$ cat src/rtl/calc_seq_ctrl.sv
// Calculator sequencer: checks a parsed command, runs the ALU, then streams the
// result to the UART TX as uppercase hex + CR LF, or "ERR\r\n" on failure.
module calc_seq_ctrl #(
  parameter int RES_W       = 32,
  parameter int N_DIGITS    = 8,
  parameter int ALU_TIMEOUT = 64
) (
  input  logic             clk,
  input  logic             rst,
  input  logic             parser_done,
  input  logic [4:0]       operator,
  input  logic [15:0]      src1,
  input  logic [15:0]      src2,
  output logic             alu_start,
  output logic [4:0]       alu_op,
  output logic [15:0]      alu_a,
  output logic [15:0]      alu_b,
  input  logic             alu_done,
  input  logic [RES_W-1:0] alu_result,
  output logic [7:0]       tx_data,
  output logic             tx_valid,
  input  logic             tx_ready,
  output logic             busy,
  output logic             err
);

  localparam int DIG_W = $clog2(N_DIGITS + 1);
  localparam int TMO_W = $clog2(ALU_TIMEOUT + 1);

  typedef enum logic [2:0] {
    S_IDLE, S_CHECK, S_RUN, S_SKIP, S_SEND, S_CR, S_LF, S_ERR
  } state_t;

  state_t           state_q, state_d;
  logic [4:0]       op_q, op_d;
  logic [15:0]      a_q, a_d, b_q, b_d;
  logic             start_q, start_d;
  logic [RES_W-1:0] shift_q, shift_d;
  logic [DIG_W-1:0] dig_q, dig_d;
  logic [TMO_W-1:0] tmo_q, tmo_d;
  logic             txv_q, txv_d;
  logic [7:0]       txd_q, txd_d;
  logic             err_q, err_d;
  logic [1:0]       eidx_q, eidx_d;

  logic             sending;
  logic [7:0]       send_byte;
  logic             accepted;
  logic             illegal;
  logic [3:0]       top_nib;

  function automatic logic [7:0] hex_ascii(input logic [3:0] n);
    return (n < 4'd10) ? (8'h30 + {4'h0, n}) : (8'h37 + {4'h0, n});
  endfunction

  assign accepted = txv_q && tx_ready;
  assign top_nib  = shift_q[RES_W-1 -: 4];
  assign illegal  = (op_q == 5'd0) || (op_q > 5'd4) || ((op_q == 5'd4) && (b_q == 16'd0));

  always_comb begin
    state_d   = state_q;
    op_d      = op_q;
    a_d       = a_q;
    b_d       = b_q;
    start_d   = 1'b0;
    shift_d   = shift_q;
    dig_d     = dig_q;
    tmo_d     = tmo_q;
    txv_d     = txv_q;
    txd_d     = txd_q;
    err_d     = 1'b0;
    eidx_d    = eidx_q;
    sending   = 1'b0;
    send_byte = 8'h00;

    case (state_q)
      S_IDLE: begin
        if (parser_done) begin
          op_d    = operator;
          a_d     = src1;
          b_d     = src2;
          state_d = S_CHECK;
        end
      end
      S_CHECK: begin
        if (illegal) begin
          state_d = S_ERR;
          err_d   = 1'b1;
          eidx_d  = 2'd0;
        end else begin
          state_d = S_RUN;
          start_d = 1'b1;
          tmo_d   = '0;
        end
      end
      S_RUN: begin
        tmo_d = tmo_q + 1'b1;
        // alu_done during the alu_start cycle itself cannot belong to this command
        if (alu_done && !start_q) begin
          shift_d = alu_result;
          dig_d   = DIG_W'(N_DIGITS);
          state_d = S_SKIP;
        end else if (tmo_q == TMO_W'(ALU_TIMEOUT - 1)) begin
          state_d = S_ERR;
          err_d   = 1'b1;
          eidx_d  = 2'd0;
        end
      end
      S_SKIP: begin
        if ((top_nib == 4'd0) && (dig_q > DIG_W'(1))) begin
          shift_d = {shift_q[RES_W-5:0], 4'h0};
          dig_d   = dig_q - 1'b1;
        end else begin
          state_d = S_SEND;
        end
      end
      S_SEND: begin
        sending   = 1'b1;
        send_byte = hex_ascii(top_nib);
        if (accepted) begin
          shift_d = {shift_q[RES_W-5:0], 4'h0};
          dig_d   = dig_q - 1'b1;
          if (dig_q == DIG_W'(1)) state_d = S_CR;
        end
      end
      S_CR: begin
        sending   = 1'b1;
        send_byte = 8'h0D;
        if (accepted) state_d = S_LF;
      end
      S_LF: begin
        sending   = 1'b1;
        send_byte = 8'h0A;
        if (accepted) state_d = S_IDLE;
      end
      S_ERR: begin
        sending   = 1'b1;
        send_byte = (eidx_q == 2'd0) ? 8'h45 : 8'h52;
        if (accepted) begin
          eidx_d = eidx_q + 1'b1;
          if (eidx_q == 2'd2) state_d = S_CR;
        end
      end
      default: state_d = S_IDLE;
    endcase

    // Registered valid: present a byte, hold it until taken, then leave one idle cycle.
    if (sending) begin
      if (!txv_q) begin
        txv_d = 1'b1;
        txd_d = send_byte;
      end else if (tx_ready) begin
        txv_d = 1'b0;
      end
    end
  end

  always_ff @(posedge clk) begin
    if (rst) begin
      state_q <= S_IDLE;
      op_q    <= '0;
      a_q     <= '0;
      b_q     <= '0;
      start_q <= 1'b0;
      shift_q <= '0;
      dig_q   <= '0;
      tmo_q   <= '0;
      txv_q   <= 1'b0;
      txd_q   <= '0;
      err_q   <= 1'b0;
      eidx_q  <= '0;
    end else begin
      state_q <= state_d;
      op_q    <= op_d;
      a_q     <= a_d;
      b_q     <= b_d;
      start_q <= start_d;
      shift_q <= shift_d;
      dig_q   <= dig_d;
      tmo_q   <= tmo_d;
      txv_q   <= txv_d;
      txd_q   <= txd_d;
      err_q   <= err_d;
      eidx_q  <= eidx_d;
    end
  end

  assign alu_start = start_q;
  assign alu_op    = op_q;
  assign alu_a     = a_q;
  assign alu_b     = b_q;
  assign tx_data   = txd_q;
  assign tx_valid  = txv_q;
  assign err       = err_q;
  assign busy      = (state_q != S_IDLE);

endmodule

$ cat config.mk
export PLATFORM = sky130hd
export DESIGN_NAME = calc_seq_ctrl
export DESIGN_NICKNAME = d
export VERILOG_FILES = /design/src/rtl/calc_seq_ctrl.sv
export SDC_FILE = /design/constraint.sdc
export NUM_CORES = 1
export LEC_CHECK = 0
export ABC_CLOCK_PERIOD_IN_PS = 5200
export CAP_MARGIN = 5
export CORE_AREA = 3 3 97 99
export DETAILED_ROUTE_END_ITERATION = 7
export DIE_AREA = 0 0 100 102
export GPL_TIMING_DRIVEN = 1
export HOLD_SLACK_MARGIN = 0.05
export PLACE_DENSITY = 0.82
export SLEW_MARGIN = 25
export SYNTH_ARGS = -nofsm -noshare
export SYNTH_HDL_FRONTEND = slang
export SYNTH_SLANG_ARGS = --single-unit
$ cat constraint.sdc
create_clock -name clk -period 5.2 [get_ports clk]
set_input_delay 0.78 -clock clk [delete_from_list [all_inputs] [get_ports clk]]
set_output_delay 0.78 -clock clk [all_outputs]
set_load 0.05 [all_outputs]
* After elaboration in Yosys (flattened, before gate mapping)
Cells that the tools add are included. W data, S select, Z words.
Word-level totals: output and inout bits 49, memories 0, ROM bits 0, bits in writable memories 0, bits in registers 96, latch bits 0, bits of input ports 74, logic and storage cells 110
Operators by class: bitwise gates (word level) 2, shift operators 0, reduce and logical (&&, ||, !) cells 24, magnitude comparators 3, multiplexer cells 38, $mul 0, equality and inequality tests 26, add/subtract/negate cells 5, divide/modulo/power cells 0
Operators by type and width (number):
- $mux W32 | 3
- $pmux W32 S3 | 1
- $mux W3 | 11
- $ne A2 B2 Y1 const B | 14
- $pmux W7 S4 | 1
- $pmux W3 S8 | 1
- $logic_not A16 Y1 | 1
- $add A6 B4 Y7 const A | 2
- $mux W7 | 2
- $pmux W7 S2 | 1
- $eq A3 B3 Y1 const B | 4
- $mux W4 | 3
- $pmux W4 S3 | 1
- $reduce_and A9 Y1 | 1
- $reduce_bool A3 Y1 | 3
- $mux W2 | 4
- $add A7 B1 Y7 const B | 1
- $eq A7 B6 Y1 const B | 1
- $mux W1 | 7
- $eq A3 B2 Y1 const B | 2
- $pmux W2 S3 | 1
- $reduce_and A2 Y1 | 3
- $eq A5 B3 Y1 const B | 1
- $gt A5 B3 Y1 const B | 1
- other kinds (23) | 28

* Logic depth before layout (Yosys ltp)
word-level depth 5, gate-level depth with buffers 9, depth with buffers taken out 7

* Worst setup path before layout
Ideal clock, no wire load.
kind in2reg, from input port alu_done, to register dig_q[1], arrival 1961 ps, setup slack 3136 ps, stages on the path 6, setup time 103 ps, required time 5097 ps, cells stage by stage nor2b_1 -> nor2b_1 -> a311o_2 -> buf_4 -> buf_6 -> a2111oi_2
On the way: word-level cells in the longest chain between the ends 3
RTL lines:
- start: declaration | RTL line 18 | input logic alu_done,
- $logic_and A1 B1 Y1 | RTL line 99 | if (alu_done && !start_q) begin
- $ne A2 B2 Y1 (no line)
- $reduce_and A4 Y1 (no line)
- end signal: assignment | RTL line 179 | dig_q <= dig_d;
- end: declaration | RTL line 39 | logic [DIG_W-1:0] dig_q, dig_d;
Every way passes these cells. A chain may end at the register's enable or synchronous reset.

* Worst setup path in the final report
from register state_q[2], to output port busy
On the way: word-level cells in the longest chain between the ends 1
RTL lines:
- start: declaration | RTL line 34 | state_t state_q, state_d;
- start signal: assignment | RTL line 173 | state_q <= state_d;
- $reduce_bool A3 Y1 | RTL line 195 | assign busy = (state_q != S_IDLE);
- end: declaration | RTL line 23 | output logic busy,
Every way passes these cells.

==> results.md <==
- Place WS: approximately 1.5 ns
- Worst-case clock buffer depth: 2
- Skew final: between 0.01 and 0.015 ns
- # fillers: between 700 and 800
- Crit Path Category: flip-flop to primary output
- Simple-Gate Fraction of Synth Area: 19.76%
- Dpl cells: just over 700
- Commonest non-fill, non-tap cell in the layout: clkdlybuf4s50_1
- CTS resizes: 0
- Number of port buffers: roughly 120
- CORE AREA: between 8000 and 9000 µm²
- DR WL/cell: around 15 µm
- Fin cells: slightly above 700
- DP HPWL: between 7000 and 8000 µm
- Setup ws final: 1.623 ns
- DRC viols: 0
- N_diodes: 0
- Crit path DAT: approximately 2.8 ns
- Initial antenna violation count: 0
- Final Cell Area: between 5000 and 6000 µm²
- Area Growth Syn to Fin: 33.78%
- DIE AREA: a little over 10000 µm²
- Commonest non-fill, non-tap cells in the layout: clkdlybuf4s50_1 (120), dfxtp_1 (95), nand2_1 (85)
- Outcome: finished, final reports clean
- Crit end category: primary output
- First-pass GRT wire length: about 17000 µm
- Final Hold Vio Count: 0
- Min Tclk post-route: 3.577 ns
- Syn nets: about 600
- Setup tns final: 0 ns
- Compound-Gate Fraction of Synth Area: between 20% and 30%
- PD cells: 503.5 nW/µm²
- Reg clk slew, reported paths: around 0.09 ns
- Synth Register Bits: 95
- Ports: roughly 120
- Worst Tran Pin Value: roughly 0.93 ns
- Synth top area cells: dfxtp_1 (45%), nand2_1 (7.5%), mux2i_1 (7.1%)
- # setup viols final: 0
- Starting density of the core: roughly 49%
- EDFF count, synth: 0
- Final WL: 10630 µm
- Post-synthesis xor/xnor area fraction: 0.4124%
- Max-Cap Viols: 0
- Mux share of post-synthesis cell area: between 7 and 8%
- CTS Root Cell: clkbuf_8
- Ys Warns: 0
- Pre-antenna DRT Iters: 4
- Most used routing layer: met2
- DR vias/cell: roughly 5.4
- Footprint of the multi-input gates: 2138 µm²
- Worst-Skew Late Latency: 0.35 ns
- Distinct cells, synth: 53
- Top-area cell type share of the netlist area: approximately 45%
- Netlist Area Pre-Place: between 4000 and 5000 µm²
- RSZ-0062 raised after global routing: false
- Reg2reg path depth: 6
- CTS tree: done
- Largest family of logic cells by synthesized area: compound AO/OA/AOI/OAI gates
- Post-Synth Adder-Cell Area: under 10%
- Site row count: 34
- P_leak: approximately 2.0 nW
- H-tree depth: 3
- Cell taking the most area after synthesis: dfxtp_1
- Starting DRT DRC Count: between 150 and 200
- CP max FO: 24
- Most used DFF post-synth: dfxtp_1
- Layout cells sized above 1: roughly 5.2%
- CTS Sinks: 95
- Dpl cell area: approximately 5500 µm²
- Count of pins over their slew limit: 0
- Final Util: between 60% and 70%
- Worst vdd ir: 0.2532 mV
- FF/Latch Area: 1902 µm²
- Power, Total: around 2.9 mW
- Cells after Synth: approximately 500
- Number of global-route vias before repair: roughly 3700
- Seq/Total Area, Yosys: between 40% and 50%
- Worst hold path class: flip-flop to flip-flop
- Met1 usage: a little over a quarter
- Clock buffer count from CTS: 9
- Max_slew headroom: between 30% and 40%
- Die Wd: roughly 100 µm
- Final hold slack: between 0.4 and 0.5 ns
- Nets: between 600 and 700
- Met3 usage: slightly below 4%
- Die Height: approximately 100 µm
- Average size of a mapped cell: ~8.4 µm²
- GPL Wtd Cong: approximately 0.83
- Vias post-DR: around 3900
- Cts hold-fix bufs: 0
- Startpoint types: flip-flop
- Largest net degree at the start of global routing: 61
- Max Clk Rate: between 200 and 300 MHz
- Worst Path Required: between 4 and 5 ns
- Fraction of registers with async set/reset: 0%
- Setup bufs post-CTS: 0
- GRT overflow: 0
- Met2 usage: about a third
- GR Util All Layers: 20.85%
- Period utilization: between 60% and 70%
- Cells on Worst Hold Path: 2
- Post-route ant nets: 0
[kinds of logic after synthesis]
family / count (synthesis)
mux: 30
other cells: 1
buf+inv: 45
fa+ha+maj: 6
flops: 95
xor+xnor: 2
simple gates: 190
compound gates: 137
[synthesized netlist by cell type, drive strengths merged (2+ instances only)]
master / number
nand2: 85
a311oi: 2
a21oi: 54
or2: 2
dfxtp: 95
a211oi: 33
o21a: 3
nand4: 2
inv: 10
a21o: 2
nand3: 6
o21ai: 20
ha: 6
a31oi: 4
nand3b: 2
xnor2: 2
nor3: 8
mux2i: 30
and3: 2
nor2: 57
nor2b: 5
o211a: 2
a22oi: 6
clkbuf: 18
or3: 4
nand2b: 4
o211ai: 2
buf: 16
nor4: 5
nor3b: 3
[worst max-delay path, stage by stage, from the launching register on]
cell             delay [ns]
dfxtp_1                0.91
clkinv_1               0.47
nand2_1                0.21
clkdlybuf4s50_1        0.85
[state kept, by name, summed over array words and instances (netlist names)]
signal     cells
tx_data        7
alu_a         16
alu_op         5
dig_q          4
eidx_q         2
shift_q       32
state_q        3
tmo_q          7
alu_b         16
tx_valid       1
alu_start      1
err            1
[final timing paths]
path	slack (ns)	from	end
setup / recovery	1.62	state_q[2]	busy
hold / removal	0.46	alu_a[14]	alu_a[14]
setup reg to reg	2.21	state_q[2]	shift_q[29]
hold reg to reg	0.46	alu_a[14]	alu_a[14]
[final cells by class]
class / count / area share [%]
sequential: 95 / 33.47
multi-input combinational: 366 / 37.63
tap: 108 / 2.378
timing repair buffer: 126 / 22.46
inverter: 11 / 0.7266
clock inverter: 5 / 1.035
clock buffer: 11 / 2.312
[power by group]
| group | internal (mW) | total, mW | switching (mW) |
|---|---|---|---|
| Sequential | 0.896 | 1.05 | 0.150 |
| Combinational | 0.519 | 1.34 | 0.818 |
| Clock | 0.223 | 0.477 | 0.254 |
[layer usage]
layer  share of wire, %  vias up  wire length [µm]
li1                   -     1980                 -
met1                 43     1824              4578
met2                 50       97              5283
met3                4.4       24               470
met4                2.8        0               295
met5                  0        -                 0
Note: power is estimated with default switching activity, not from simulation.
